==> src/rtl/spi_mem_bridge.sv <==
// rtl/spi_mem_bridge.sv - CPU load/store to SPI flash (cs1) / RAM (cs2) bridge, mode 0, MSB first.
// Optional macro SPI_FAST_READ_EN: reads use 0x0B with 8 dummy bits after the address.
module spi_mem_bridge (
   input  logic        clk,
   input  logic        rst,
   input  logic        start_request,
   input  logic        is_write,
   input  logic [2:0]  num_bytes,
   input  logic [24:0] target_address,
   input  logic [31:0] write_value,
   output logic [31:0] fetched_value,
   output logic        request_done,
   output logic        sclk,
   output logic        mosi,
   output logic        cs1,
   output logic        cs2,
   input  logic        miso
);

`ifdef SPI_FAST_READ_EN
   localparam int         TXW    = 72;
   localparam logic [7:0] RD_CMD = 8'h0B;
   localparam logic [6:0] RD_HDR = 7'd40;
`else
   localparam int         TXW    = 64;
   localparam logic [7:0] RD_CMD = 8'h03;
   localparam logic [6:0] RD_HDR = 7'd32;
`endif
   localparam logic [7:0] WR_CMD = 8'h02;
   localparam logic [6:0] WR_HDR = 7'd32;

   typedef enum logic [1:0] {IDLE, SHIFT_CMD_ADDR, SHIFT_DATA, DONE} state_t;

   state_t           state, state_n;
   logic [TXW-1:0]   tx_shift, tx_shift_n;
   logic [31:0]      rx_shift, rx_shift_n;
   logic [31:0]      fetched_n;
   logic [6:0]       bit_idx, bit_idx_n;
   logic [6:0]       last_bit, last_bit_n;
   logic [6:0]       hdr_bits, hdr_bits_n;
   logic [2:0]       n_bytes, n_bytes_n;
   logic             rd, rd_n;
   logic             sclk_n, mosi_n, cs1_n, cs2_n;

   logic [2:0]       n_eff;
   logic [5:0]       wr_shamt;
   logic [5:0]       rd_shamt;
   logic [31:0]      wr_data;
   logic [63:0]      base_tx;
   logic [TXW-1:0]   req_tx;
   logic [6:0]       req_hdr;

   // Request decode: store data is left-aligned so its first byte follows the address.
   always_comb begin
      n_eff    = (num_bytes > 3'd4) ? 3'd4 : num_bytes;
      wr_shamt = {3'd4 - n_eff, 3'b000};
      rd_shamt = {3'd4 - n_bytes, 3'b000};
      wr_data  = write_value << wr_shamt;
      req_hdr  = is_write ? WR_HDR : RD_HDR;
      base_tx  = is_write ? {WR_CMD, target_address[23:0], wr_data}
                          : {RD_CMD, target_address[23:0], 32'h0};
      req_tx   = '0;
      req_tx[TXW-1 -: 64] = base_tx;
   end

   always_ff @(posedge clk or posedge rst) begin
      if (rst) begin
         state         <= IDLE;
         tx_shift      <= '0;
         rx_shift      <= '0;
         fetched_value <= '0;
         bit_idx       <= '0;
         last_bit      <= '0;
         hdr_bits      <= '0;
         n_bytes       <= '0;
         rd            <= 1'b0;
         sclk          <= 1'b0;
         mosi          <= 1'b0;
         cs1           <= 1'b1;
         cs2           <= 1'b1;
      end else begin
         state         <= state_n;
         tx_shift      <= tx_shift_n;
         rx_shift      <= rx_shift_n;
         fetched_value <= fetched_n;
         bit_idx       <= bit_idx_n;
         last_bit      <= last_bit_n;
         hdr_bits      <= hdr_bits_n;
         n_bytes       <= n_bytes_n;
         rd            <= rd_n;
         sclk          <= sclk_n;
         mosi          <= mosi_n;
         cs1           <= cs1_n;
         cs2           <= cs2_n;
      end
   end

   always_comb begin
      state_n    = state;
      tx_shift_n = tx_shift;
      rx_shift_n = rx_shift;
      fetched_n  = fetched_value;
      bit_idx_n  = bit_idx;
      last_bit_n = last_bit;
      hdr_bits_n = hdr_bits;
      n_bytes_n  = n_bytes;
      rd_n       = rd;
      sclk_n     = sclk;
      mosi_n     = mosi;
      cs1_n      = cs1;
      cs2_n      = cs2;
      case (state)
         IDLE: begin
            if (start_request) begin
               // Zero-length requests and flash stores complete without touching the bus.
               if (n_eff == 3'd0 || (is_write && !target_address[24])) begin
                  state_n = DONE;
               end else begin
                  state_n    = SHIFT_CMD_ADDR;
                  tx_shift_n = req_tx;
                  rx_shift_n = '0;
                  bit_idx_n  = '0;
                  hdr_bits_n = req_hdr;
                  last_bit_n = req_hdr + {1'b0, n_eff, 3'b000} - 7'd1;
                  n_bytes_n  = n_eff;
                  rd_n       = ~is_write;
                  sclk_n     = 1'b0;
                  mosi_n     = req_tx[TXW-1];
                  cs1_n      = target_address[24];
                  cs2_n      = ~target_address[24];
               end
            end
         end
         SHIFT_CMD_ADDR, SHIFT_DATA: begin
            if (!start_request) begin
               state_n = IDLE;
               sclk_n  = 1'b0;
               mosi_n  = 1'b0;
               cs1_n   = 1'b1;
               cs2_n   = 1'b1;
            end else if (!sclk) begin
               sclk_n = 1'b1;
               if (state == SHIFT_DATA)
                  rx_shift_n = {rx_shift[30:0], miso};
            end else if (bit_idx == last_bit) begin
               state_n = DONE;
               sclk_n  = 1'b0;
               mosi_n  = 1'b0;
               cs1_n   = 1'b1;
               cs2_n   = 1'b1;
               if (rd)
                  fetched_n = rx_shift << rd_shamt;
            end else begin
               sclk_n     = 1'b0;
               bit_idx_n  = bit_idx + 7'd1;
               tx_shift_n = tx_shift << 1;
               mosi_n     = tx_shift[TXW-2];
               if (bit_idx + 7'd1 == hdr_bits)
                  state_n = SHIFT_DATA;
            end
         end
         DONE: begin
            if (!start_request)
               state_n = IDLE;
         end
         default: state_n = IDLE;
      endcase
   end

   assign request_done = (state == DONE) && start_request;

endmodule

==> config.mk <==
export PLATFORM = sky130hd
export DESIGN_NAME = spi_mem_bridge
export DESIGN_NICKNAME = d
export VERILOG_FILES = /design/src/rtl/spi_mem_bridge.sv
export SDC_FILE = /design/constraint.sdc
export NUM_CORES = 1
export LEC_CHECK = 0
export CAP_MARGIN = 20
export CORE_MARGIN = 5
export CORE_UTILIZATION = 25
export DETAILED_ROUTE_END_ITERATION = 6
export GPL_TIMING_DRIVEN = 1
export PLACE_DENSITY = 0.44
export SETUP_SLACK_MARGIN = 0.4
export SLEW_MARGIN = 20
export SYNTH_ARGS = -nofsm -noshare
export SYNTH_HDL_FRONTEND = slang
export SYNTH_SLANG_ARGS = --single-unit
export TNS_END_PERCENT = 30
==> constraint.sdc <==
create_clock -name clk -period 4.7 [get_ports clk]
set_input_delay 0.705 -clock clk [delete_from_list [all_inputs] [get_ports clk]]
set_output_delay 0.705 -clock clk [all_outputs]
set_load 0.05 [all_outputs]
; ---- Word level (Yosys, flattened, before mapping)
; Index checks and enable logic that the tools add are counted.
[totals]
regBits = 152
elab_cells = 104
[classes]
add_sub_neg = 5
order_cmp = 1
n_eq_ne = 16
shifts = 2
n_mux = 48
bitwise = 3
reduce_logical = 16
[ops]
columns = operator, count
row1 = $mux W63, 5
row2 = $mux W32, 5
row3 = $pmux W63 S2, 1
row4 = $pmux W32 S2, 1
row5 = $shl A32 B6 Y32, 2
row6 = $mux W57, 1
row7 = $mux W7, 5
row8 = $mux W1, 16
row9 = $ne A2 B2 Y1 const B, 8
row10 = $mux W2, 7
row11 = $pmux W7 S2, 1
row12 = $reduce_and A6 Y1, 2
row13 = $reduce_and A5 Y1, 2
row14 = $pmux W1 S2, 4
row15 = $reduce_and A4 Y1, 2
row16 = $add A6 B6 Y7 const A, 1
row17 = $add A7 B1 Y7 const B, 1
row18 = $eq A7 B6 Y1, 1
row19 = $eq A7 B7 Y1, 1
row20 = $sub A7 B1 Y7 const B, 1
row21 = $ne A3 B3 Y1 const B, 2
row22 = $pmux W2 S3, 1
row23 = $reduce_and A3 Y1, 2
row24 = $sub A3 B3 Y3 const A, 2
row25 = other kinds (13), 17

; ---- Logic depth before layout (Yosys ltp)
; Gate-level depths: netlist (run 1).
[depth]
depth_word = 8
ltp_mapped = 12

; ---- Worst setup path after synthesis (run 1)
; OpenSTA, ideal clock, no wires.
[synth_timing]
kind = input to register
start = input port num_bytes[0]
end = register bit_idx[0]
setup_time_ns = 0.125
arrival_time_ns = 2.753
required_ns = 4.575
setup_slack_ns = 1.822
stages = 12
path_cell_list = nor2b_1 -> clkbuf_1 -> inv_1 -> clkbuf_1 -> ha_1 -> ha_1 -> inv_1 -> a31oi_1 -> a211oi_2 -> buf_6 -> buf_6 -> mux2_4
[synth_between]
elab_chain_cells = 6
[synth_rtl]
columns = element, line_no
row1 = "start, declared", 8  ; input logic [2:0] num_bytes,
row2 = $gt A3 B3 Y1, 55  ; n_eff = (num_bytes > 3'd4) ? 3'd4 : num_bytes;
row3 = $mux W3 *, 55
row4 = $logic_not A3 Y1 *, 116  ; if (n_eff == 3'd0 || (is_write && !target_address[24])) begin
row5 = $logic_or A1 B1 Y1 *, 116
row6 = $ne A2 B2 Y1 (no line) *, --
row7 = $reduce_and A6 Y1 (no line) *, --
row8 = "end signal, assigned", 86  ; bit_idx <= bit_idx_n;
row9 = "end, declared", 38  ; logic [6:0] bit_idx, bit_idx_n;
; Every way passes the cells marked *; elsewhere a longest branch is shown, timed or not.
; A chain may end at the register's enable or synchronous reset.

; ---- Worst setup path after layout (run 1)
[layout_timing]
start = input port num_bytes[0]
end = register tx_shift[42]
[layout_between]
elab_chain_cells = 6
[layout_rtl]
columns = element, line_no
row1 = $gt A3 B3 Y1, 55
row2 = $mux W3 *, 55
row3 = $logic_not A3 Y1 *, 116
row4 = $logic_or A1 B1 Y1 *, 116
row5 = $ne A2 B2 Y1 (no line) *, --
row6 = $reduce_and A6 Y1 (no line) *, --
row7 = "end signal, assigned", 83  ; tx_shift <= tx_shift_n;
row8 = "end, declared", 35  ; logic [TXW-1:0] tx_shift, tx_shift_n;
; Marks and branches as above.

==> results of run 1 <==
==> final timing paths <==
check	from	to	slack [ps]
max in group asynchronous	rst	fetched_value[16]	2870
worst max-delay path	num_bytes[0]	tx_shift[42]	1540
worst min register to register	fetched_value[16]	fetched_value[16]	470
worst min-delay path	fetched_value[16]	fetched_value[16]	470
worst max register to register	state[1]	tx_shift[42]	1590
min in group asynchronous	rst	rx_shift[4]	780
==> cells in the final DEF (no fill, tap or decap), drive strengths merged, types with 11 or more instances in the layout <==
cell type      count
clkdlybuf4s50    101
nand2            188
clkbuf            17
o21ai             84
dfrtp            147
nand3             20
buf               15
inv               24
a22o              16
mux2i             54
mux2              83
nand2b            11
==> worst min-delay path, stage by stage (launching register included) <==
cell and delay (ps):
sky130_fd_sc_hd__dfrtp_1 340, sky130_fd_sc_hd__nand2_1 40, sky130_fd_sc_hd__o21ai_0 60
==> cell type report <==
cell class                 count  area, sq um  share of cell area, %
sequential                   149         3730                   37.8
clock inverter                15          180                   1.82
timing repair buffer         116         1160                   11.8
tap                          396          495                   5.01
multi-input combinational    555         3820                   38.7
inverter                      17         67.6                  0.684
clock buffer                  17          425                   4.31
==> report_power, final <==
| group | internal (mW) | switching (mW) |
|---|---|---|
| Clock | 0.807 | 0.616 |
| Combinational | 1.12 | 1.24 |
| Sequential | 1.60 | 0.214 |
==> state kept, by name (all words and copies together) (netlist names) <==
name           cells
last_bit           5
rd                 1
rx_shift          32
n_bytes            3
bit_idx            7
mosi               1
fetched_value     32
sclk               1
tx_shift          63
cs2                1
state              2
cs1                1
==> cell usage after synthesis, types with 2 or more instances <==
cell | n | area (sq um)
sky130_fd_sc_hd__clkbuf_1 | 44 | 165
sky130_fd_sc_hd__o31ai_1 | 8 | 60.1
sky130_fd_sc_hd__mux2i_1 | 54 | 541
sky130_fd_sc_hd__and2_1 | 6 | 37.5
sky130_fd_sc_hd__xor2_1 | 7 | 61.3
sky130_fd_sc_hd__nand2b_1 | 11 | 68.8
sky130_fd_sc_hd__and3_1 | 2 | 12.5
sky130_fd_sc_hd__a21oi_1 | 3 | 15.0
sky130_fd_sc_hd__a32o_1 | 8 | 80.1
sky130_fd_sc_hd__nor2_1 | 7 | 26.3
sky130_fd_sc_hd__buf_6 | 5 | 56.3
sky130_fd_sc_hd__dfstp_2 | 2 | 52.6
sky130_fd_sc_hd__a2bb2oi_1 | 3 | 26.3
sky130_fd_sc_hd__nand3_1 | 20 | 100
sky130_fd_sc_hd__o21ai_0 | 84 | 420
sky130_fd_sc_hd__nand3b_1 | 9 | 67.6
sky130_fd_sc_hd__a211oi_2 | 2 | 25.0
sky130_fd_sc_hd__nor2b_1 | 7 | 43.8
sky130_fd_sc_hd__o22ai_1 | 8 | 50.1
sky130_fd_sc_hd__mux2_4 | 32 | 480
sky130_fd_sc_hd__buf_2 | 2 | 10.0
sky130_fd_sc_hd__nand2_1 | 188 | 706
sky130_fd_sc_hd__buf_1 | 4 | 15.0
sky130_fd_sc_hd__inv_1 | 16 | 60.1
sky130_fd_sc_hd__a22o_1 | 16 | 140
sky130_fd_sc_hd__mux2_2 | 51 | 574
sky130_fd_sc_hd__a31oi_1 | 4 | 25.0
sky130_fd_sc_hd__ha_1 | 9 | 113
sky130_fd_sc_hd__nand4_1 | 5 | 31.3
sky130_fd_sc_hd__dfrtp_1 | 147 | 3680
==> cell families after synthesis <==
| logic type | count (synthesis) | share of synthesized area, % |
|---|---|---|
| AOI/OAI and AO/OA | 142 | 11.4 |
| xor gates and xnor gates | 8 | 0.894 |
| adders and majority gates | 9 | 1.44 |
| buffers and inverters | 72 | 3.96 |
| DFF | 149 | 47.6 |
| muxes | 137 | 20.4 |
| and+or+nand+nor | 259 | 14.3 |
==> through the flow <==
| stage | hold slack [ps] | cell area (sq um) | std cells |
|---|---|---|---|
| after CTS | 486 | 9880 | 1265 |
| after global placement | 461 | 9280 | 1233 |
| final | 474 | 9880 | 1265 |
| after global routing | 494 | 9880 | 1265 |
| after detailed placement | 471 | 9280 | 1233 |
| after floorplan | 442 | 7840 | 776 |
==> layer usage <==
layer	vias up	global-route usage [%]	part of all wire (%)
li1	2855	-	-
met5	-	0	0.10
met1	2709	16.7	51
met4	4	2.93	1.2
met2	124	17.5	43
met3	18	3.40	5.1
==> impl_results.rst, run 1 <==
.. list-table::
   :header-rows: 1

   * - Metric
     - Value
   * - Result of the run
     - finished, final reports clean
   * - Slew margin rel.
     - 24.6%
   * - Top Family by Delay on Critical Path
     - buffers and inverters
   * - Startpoint type of the worst setup path
     - input port
   * - Routed WL
     - 20.2 mm
   * - Number of top-level design ports
     - 102
   * - Die width
     - 187 um
   * - Number of placement rows
     - 64
   * - Clock slew at the register clock pins of the worst setup and hold paths
     - 70 ps
   * - Unique cell type count in the Yosys netlist
     - 42
   * - Pre-Repair DR Iteration Count
     - 4
   * - Syn. warnings
     - 0
   * - I/O Buffers
     - 101
   * - CORE AREA
     - 30700 sq um
   * - Cell area after technology mapping
     - 7830 sq um
   * - Maximum ir drop on the vdd rail
     - 344 uV
   * - Number of clock sinks seen by CTS
     - 149
   * - Vias post-DR
     - 5710
   * - Maximum fanout encountered on the critical timing path
     - 10
   * - # Max-Cap Violations
     - 0
   * - Total setup violations reported at the end of the flow
     - 0
   * - Synthesized net count
     - 850
   * - Critical path data arrival time
     - 3480 ps
   * - Average vias per placed instance
     - 4.51
   * - Total number of cells along the worst setup path
     - 10
   * - Setup TNS
     - 0 ps
   * - Number of filler instances in the final layout
     - 3219
   * - Area added between synthesis and finish
     - 26.1%
   * - Core Util, Final
     - 32.1%
   * - Gpl congestion
     - 0.778
   * - Die Ht
     - 187 um
   * - CTS resizes
     - 0
   * - Detail-routed net length per standard cell
     - 16.0 um
   * - Congestion Overflow GR
     - 0
   * - DPL Wire Length
     - 13.9 mm
   * - Initial DRC Count
     - 300
   * - Unrepaired setup endpoints after global routing
     - no
   * - Total CTS buffers
     - 17
   * - Initial core utilization
     - 25.5%
   * - Pwr Density
     - 566 nW/um^2
   * - Logic depth of the worst register-to-register path
     - 7
   * - EDFF count, synth
     - 0
   * - Final layout net count
     - 930
   * - TritonCTS clock tree
     - built
   * - Yosys reg bits
     - 149
   * - Post-CTS setup-driven buffer insertion count
     - 0
   * - Final total power
     - 5.59 mW
   * - Maximum number of pins on one net before global-route repair
     - 75
   * - CP Capture Type
     - register
   * - Portion of the clock cycle consumed by the worst path in the final layout
     - 67.3%
   * - Synth Flop Type
     - sky130_fd_sc_hd__dfrtp_1
   * - Global-route usage over all layers
     - 11.7%
   * - Post-synth ARST share
     - 100%
   * - Number of antenna violations at the first check in global routing
     - 2
   * - Reported leakage power
     - 4.13 nW
   * - Share of cells above drive strength 1
     - 16.1%
   * - CP peak stage delay
     - 670 ps
   * - Fmax achieved
     - 316 MHz
   * - Final number of max-transition violations
     - 0
   * - Actual slew at the worst max-slew pin
     - 1130 ps
   * - Slowest stage cell on the critical path
     - sky130_fd_sc_hd__a211oi_4
   * - Period minus WS final
     - 3160 ps
   * - Sequential share of the synthesized area
     - 47.6%
   * - First-pass GRT wire length
     - 33.4 mm
   * - Remaining number of nets flagged by the antenna check after routing
     - 0
   * - Total DRC errors in the routed layout
     - 0
   * - Synthesized netlist cell count
     - 776
   * - H-tree Lvls
     - 4
   * - Via count of the first global-routing pass
     - 5798
   * - Avg Inst Size Synth
     - 10.1 sq um
   * - Hold buffers post-CTS
     - 0
   * - Final hold violation count
     - 0
   * - Clk_skew
     - 10.2 ps
   * - Crit-path cells
     - clkdlybuf4s50_1 -> nor2b_2 -> inv_1 -> ha_1 -> ha_1 -> inv_1 -> a31oi_1 -> a211oi_4 -> buf_4 -> mux2_2
   * - Hold WC Path Type
     - reg -> reg
   * - Worst setup slack after placement
     - 1070 ps
   * - Antenna diode count
     - 0
   * - Clock latency reported for the late side of the worst-skew pair
     - 420 ps
   * - Die Outline Area
     - 35000 sq um
   * - Endpoint required time on the critical path
     - 5020 ps
   * - Number of instances on the worst hold path
     - 2
   * - Critical setup path kind
     - in -> reg
   * - Number of buffers and inverters on the critical path
     - 4
   * - Final worst-path setup slack
     - 1540 ps
   * - Clock root buffer
     - sky130_fd_sc_hd__clkbuf_16
   * - Max clock buf depth
     - 2
No activity file was read; power rests on OpenSTA's default activity.
==> run 2: changes to the inputs <==
--- a/config.mk
+++ b/config.mk
@@ -10,7 +10,7 @@
 export CORE_UTILIZATION = 25
 export DETAILED_ROUTE_END_ITERATION = 6
 export GPL_TIMING_DRIVEN = 1
-export PLACE_DENSITY = 0.44
+export PLACE_DENSITY = 0.42
 export SETUP_SLACK_MARGIN = 0.4
 export SLEW_MARGIN = 20
 export SYNTH_ARGS = -nofsm -noshare
==> constraint.sdc (replaced) <==
create_clock -name clk -period 3.2 [get_ports clk]
set_input_delay 0.48 -clock clk [delete_from_list [all_inputs] [get_ports clk]]
set_output_delay 0.48 -clock clk [all_outputs]
set_load 0.05 [all_outputs]
==> impl_results.rst, run 2 (synthesis results as in run 1) <==
.. list-table::
   :header-rows: 1

   * - Metric
     - Value
   * - Result of the run
     - finished, final reports clean (unchanged)
   * - Gpl congestion
     - 0.751 (was 0.778)
   * - TritonCTS clock tree
     - built (unchanged)
   * - Vias post-DR
     - 5680 (was 5710)
   * - Number of filler instances in the final layout
     - 3212 (was 3219)
   * - Final instance area
     - 10100 sq um (was 9880 sq um)
   * - Clk_skew
     - 11.4 ps (was 10.2 ps)
   * - Number of top-level design ports
     - 102 (unchanged)
   * - Commonest cells after routing, fill and taps aside
     - 188 x sky130_fd_sc_hd__nand2_1, 147 x sky130_fd_sc_hd__dfrtp_1, 101 x sky130_fd_sc_hd__clkdlybuf4s50_1 (unchanged)
   * - Total CTS buffers
     - 17 (unchanged)
   * - Clock slew at the register clock pins of the worst setup and hold paths
     - 70 ps (about the same)
   * - Final hold violation count
     - 0 (unchanged)
   * - Worst setup slack after placement
     - 165 ps (was 1070 ps)
   * - Average vias per placed instance
     - 4.48 (was 4.51)
   * - Die Outline Area
     - 35000 sq um (unchanged)
   * - Detail-routed net length per standard cell
     - 16.1 um (was 16.0 um)
   * - CP Capture Type
     - output port (was register)
   * - Slew margin rel.
     - 59.7% (was 24.6%)
   * - Total setup violations reported at the end of the flow
     - 0 (unchanged)
   * - Total DRC errors in the routed layout
     - 0 (unchanged)
   * - Max clock buf depth
     - 2 (unchanged)
   * - Antenna diode count
     - 0 (unchanged)
   * - Internal power contribution
     - 5.52 mW (was 3.52 mW)
   * - Final total power
     - 8.50 mW (was 5.59 mW)
   * - CP startpoint
     - start_request (was num_bytes[0])
   * - Endpoint required time on the critical path
     - 2720 ps (was 5020 ps)
   * - Start of the worst register-to-register path
     - n_bytes[0] (was state[1])
   * - Most common cell after layout, fill and taps aside
     - sky130_fd_sc_hd__nand2_1 (unchanged)
   * - Congestion Overflow GR
     - 0 (unchanged)
   * - DPL Wire Length
     - 13.9 mm (about the same)
   * - Sequential Power Share
     - 31.3% (was 32.5%)
   * - Unrepaired setup endpoints after global routing
     - no (unchanged)
   * - Reported leakage power
     - 4.21 nW (was 4.13 nW)
   * - Remaining number of nets flagged by the antenna check after routing
     - 0 (unchanged)
   * - Clock root buffer
     - sky130_fd_sc_hd__clkbuf_16 (unchanged)
   * - Part of the total power dissipated in the clock network
     - 26.8% (was 25.5%)
   * - Startpoint type of the worst setup path
     - input port (unchanged)
   * - Share of cells above drive strength 1
     - 16.5% (was 16.1%)
   * - Post-CTS setup-driven buffer insertion count
     - 0 (unchanged)
   * - Number of clock sinks seen by CTS
     - 149 (unchanged)
   * - Global-route usage over all layers
     - 11.7% (about the same)
   * - Die Ht
     - 187 um (unchanged)
   * - Hold_ws
     - 422 ps (was 474 ps)
   * - Final worst-path setup slack
     - 542 ps (was 1540 ps)
   * - Number of antenna violations at the first check in global routing
     - 1 (was 2)
   * - Initial DRC Count
     - 281 (was 300)
   * - Routed WL
     - 20.4 mm (was 20.2 mm)
   * - Maximum number of pins on one net before global-route repair
     - 107 (was 75)
   * - Max FFs per register
     - 63 (unchanged)
   * - Hold buffers post-CTS
     - 0 (unchanged)
   * - Critical path data arrival time
     - 2180 ps (was 3480 ps)
   * - Top Registers
     - tx_shift x63, fetched_value x32, rx_shift x32 (unchanged)
   * - Setup TNS
     - 0 ps (unchanged)
   * - Fmax achieved
     - 376 MHz
   * - Sw frac
     - 35.1% (was 37.0%)
   * - Die width
     - 187 um (unchanged)
   * - Actual slew at the worst max-slew pin
     - 590 ps (was 1130 ps)
   * - I/O Buffers
     - 101 (unchanged)
   * - Number of placement rows
     - 64 (unchanged)
   * - Hold WC Path Type
     - in -> async (was reg -> reg)
   * - Critical setup path kind
     - in -> out (was in -> reg)
   * - Via count of the first global-routing pass
     - 5938 (was 5798)
   * - Portion of the clock cycle consumed by the worst path in the final layout
     - 83.1%
   * - Area of all sequential standard cells
     - 3730 sq um (unchanged)
   * - Final number of max-transition violations
     - 0 (unchanged)
   * - Switching Power
     - 2.98 mW (was 2.07 mW)
   * - Pre-Repair DR Iteration Count
     - 4 (unchanged)
   * - Maximum fanout encountered on the critical timing path
     - 10 (unchanged)
   * - CTS resizes
     - 0 (unchanged)
   * - Area added between synthesis and finish
     - 28.3% (was 26.1%)
   * - Core Util, Final
     - 32.7% (was 32.1%)
   * - Largest register by flop count
     - tx_shift (unchanged)
   * - Final layout net count
     - 935 (was 930)
   * - Period minus WS final
     - 2660 ps
   * - Post-detailed-placement cell area
     - 9390 sq um (was 9280 sq um)
   * - Pwr Density
     - 845 nW/um^2 (was 566 nW/um^2)
   * - Maximum ir drop on the vdd rail
     - 588 uV (was 344 uV)
   * - First-pass GRT wire length
     - 33.7 mm (was 33.4 mm)
   * - Non-Filler Instances
     - 1269 (was 1265)
   * - Area of the multi-input gates
     - 3820 sq um (unchanged)
   * - # Max-Cap Violations
     - 0 (unchanged)
   * - CORE AREA
     - 30700 sq um (unchanged)
   * - Combinational power share
     - 41.9% (was 42.1%)
   * - Clock latency reported for the late side of the worst-skew pair
     - 420 ps (about the same)
   * - Initial core utilization
     - 25.5% (unchanged)
   * - Placed cell count
     - 1238 (was 1233)
   * - H-tree Lvls
     - 4 (unchanged)
## run 2: layout make-up
cell class,count,share of cell area (%)
clock inverter,11,1.95
inverter,17,0.672
tap,396,4.93
multi-input combinational,555,38.0
clock buffer,20,4.64
sequential,149,37.1
timing repair buffer,121,12.7
## run 2: routing by layer
| layer | share of wire, % | up-vias | GRT usage, % | wire length, um |
|---|---|---|---|---|
| met5 | 0.054 | - | 0 | 11 |
| met4 | 0.65 | 2 | 2.22 | 132 |
| met3 | 4.8 | 11 | 3.27 | 970 |
| met2 | 45 | 107 | 18.2 | 9150 |
| met1 | 50 | 2705 | 16.5 | 10200 |
| li1 | - | 2855 | - | - |
## run 2: power groups by stage
stage               clock network (mW)  logic, mW  registers [mW]
floorplan                            0       2.70            2.65
global placement                     0       3.60            2.70
detailed placement                   0       3.63            2.69
CTS                               2.34       3.64            2.67
global route                      2.42       3.91            2.72
finish                            2.27       3.56            2.66
## run 2: path summary, 6_finish.rpt
| path | to | slack [ps] | cells past startpoint |
|---|---|---|---|
| max | request_done | 540 | 3 |
| min | tx_shift[25] | 420 | 2 |
| max reg2reg | fetched_value[5] | 580 | 8 |
| min reg2reg | fetched_value[22] | 480 | 2 |
| max in group asynchronous | rx_shift[24] | 2080 | 3 |
| min in group clk | fetched_value[22] | 480 | 2 |
## run 2: worst max-delay path, cell delays in order
cell and delay (ps):
sky130_fd_sc_hd__clkdlybuf4s50_1 700, sky130_fd_sc_hd__and2_1 190, sky130_fd_sc_hd__clkdlybuf4s50_1 810
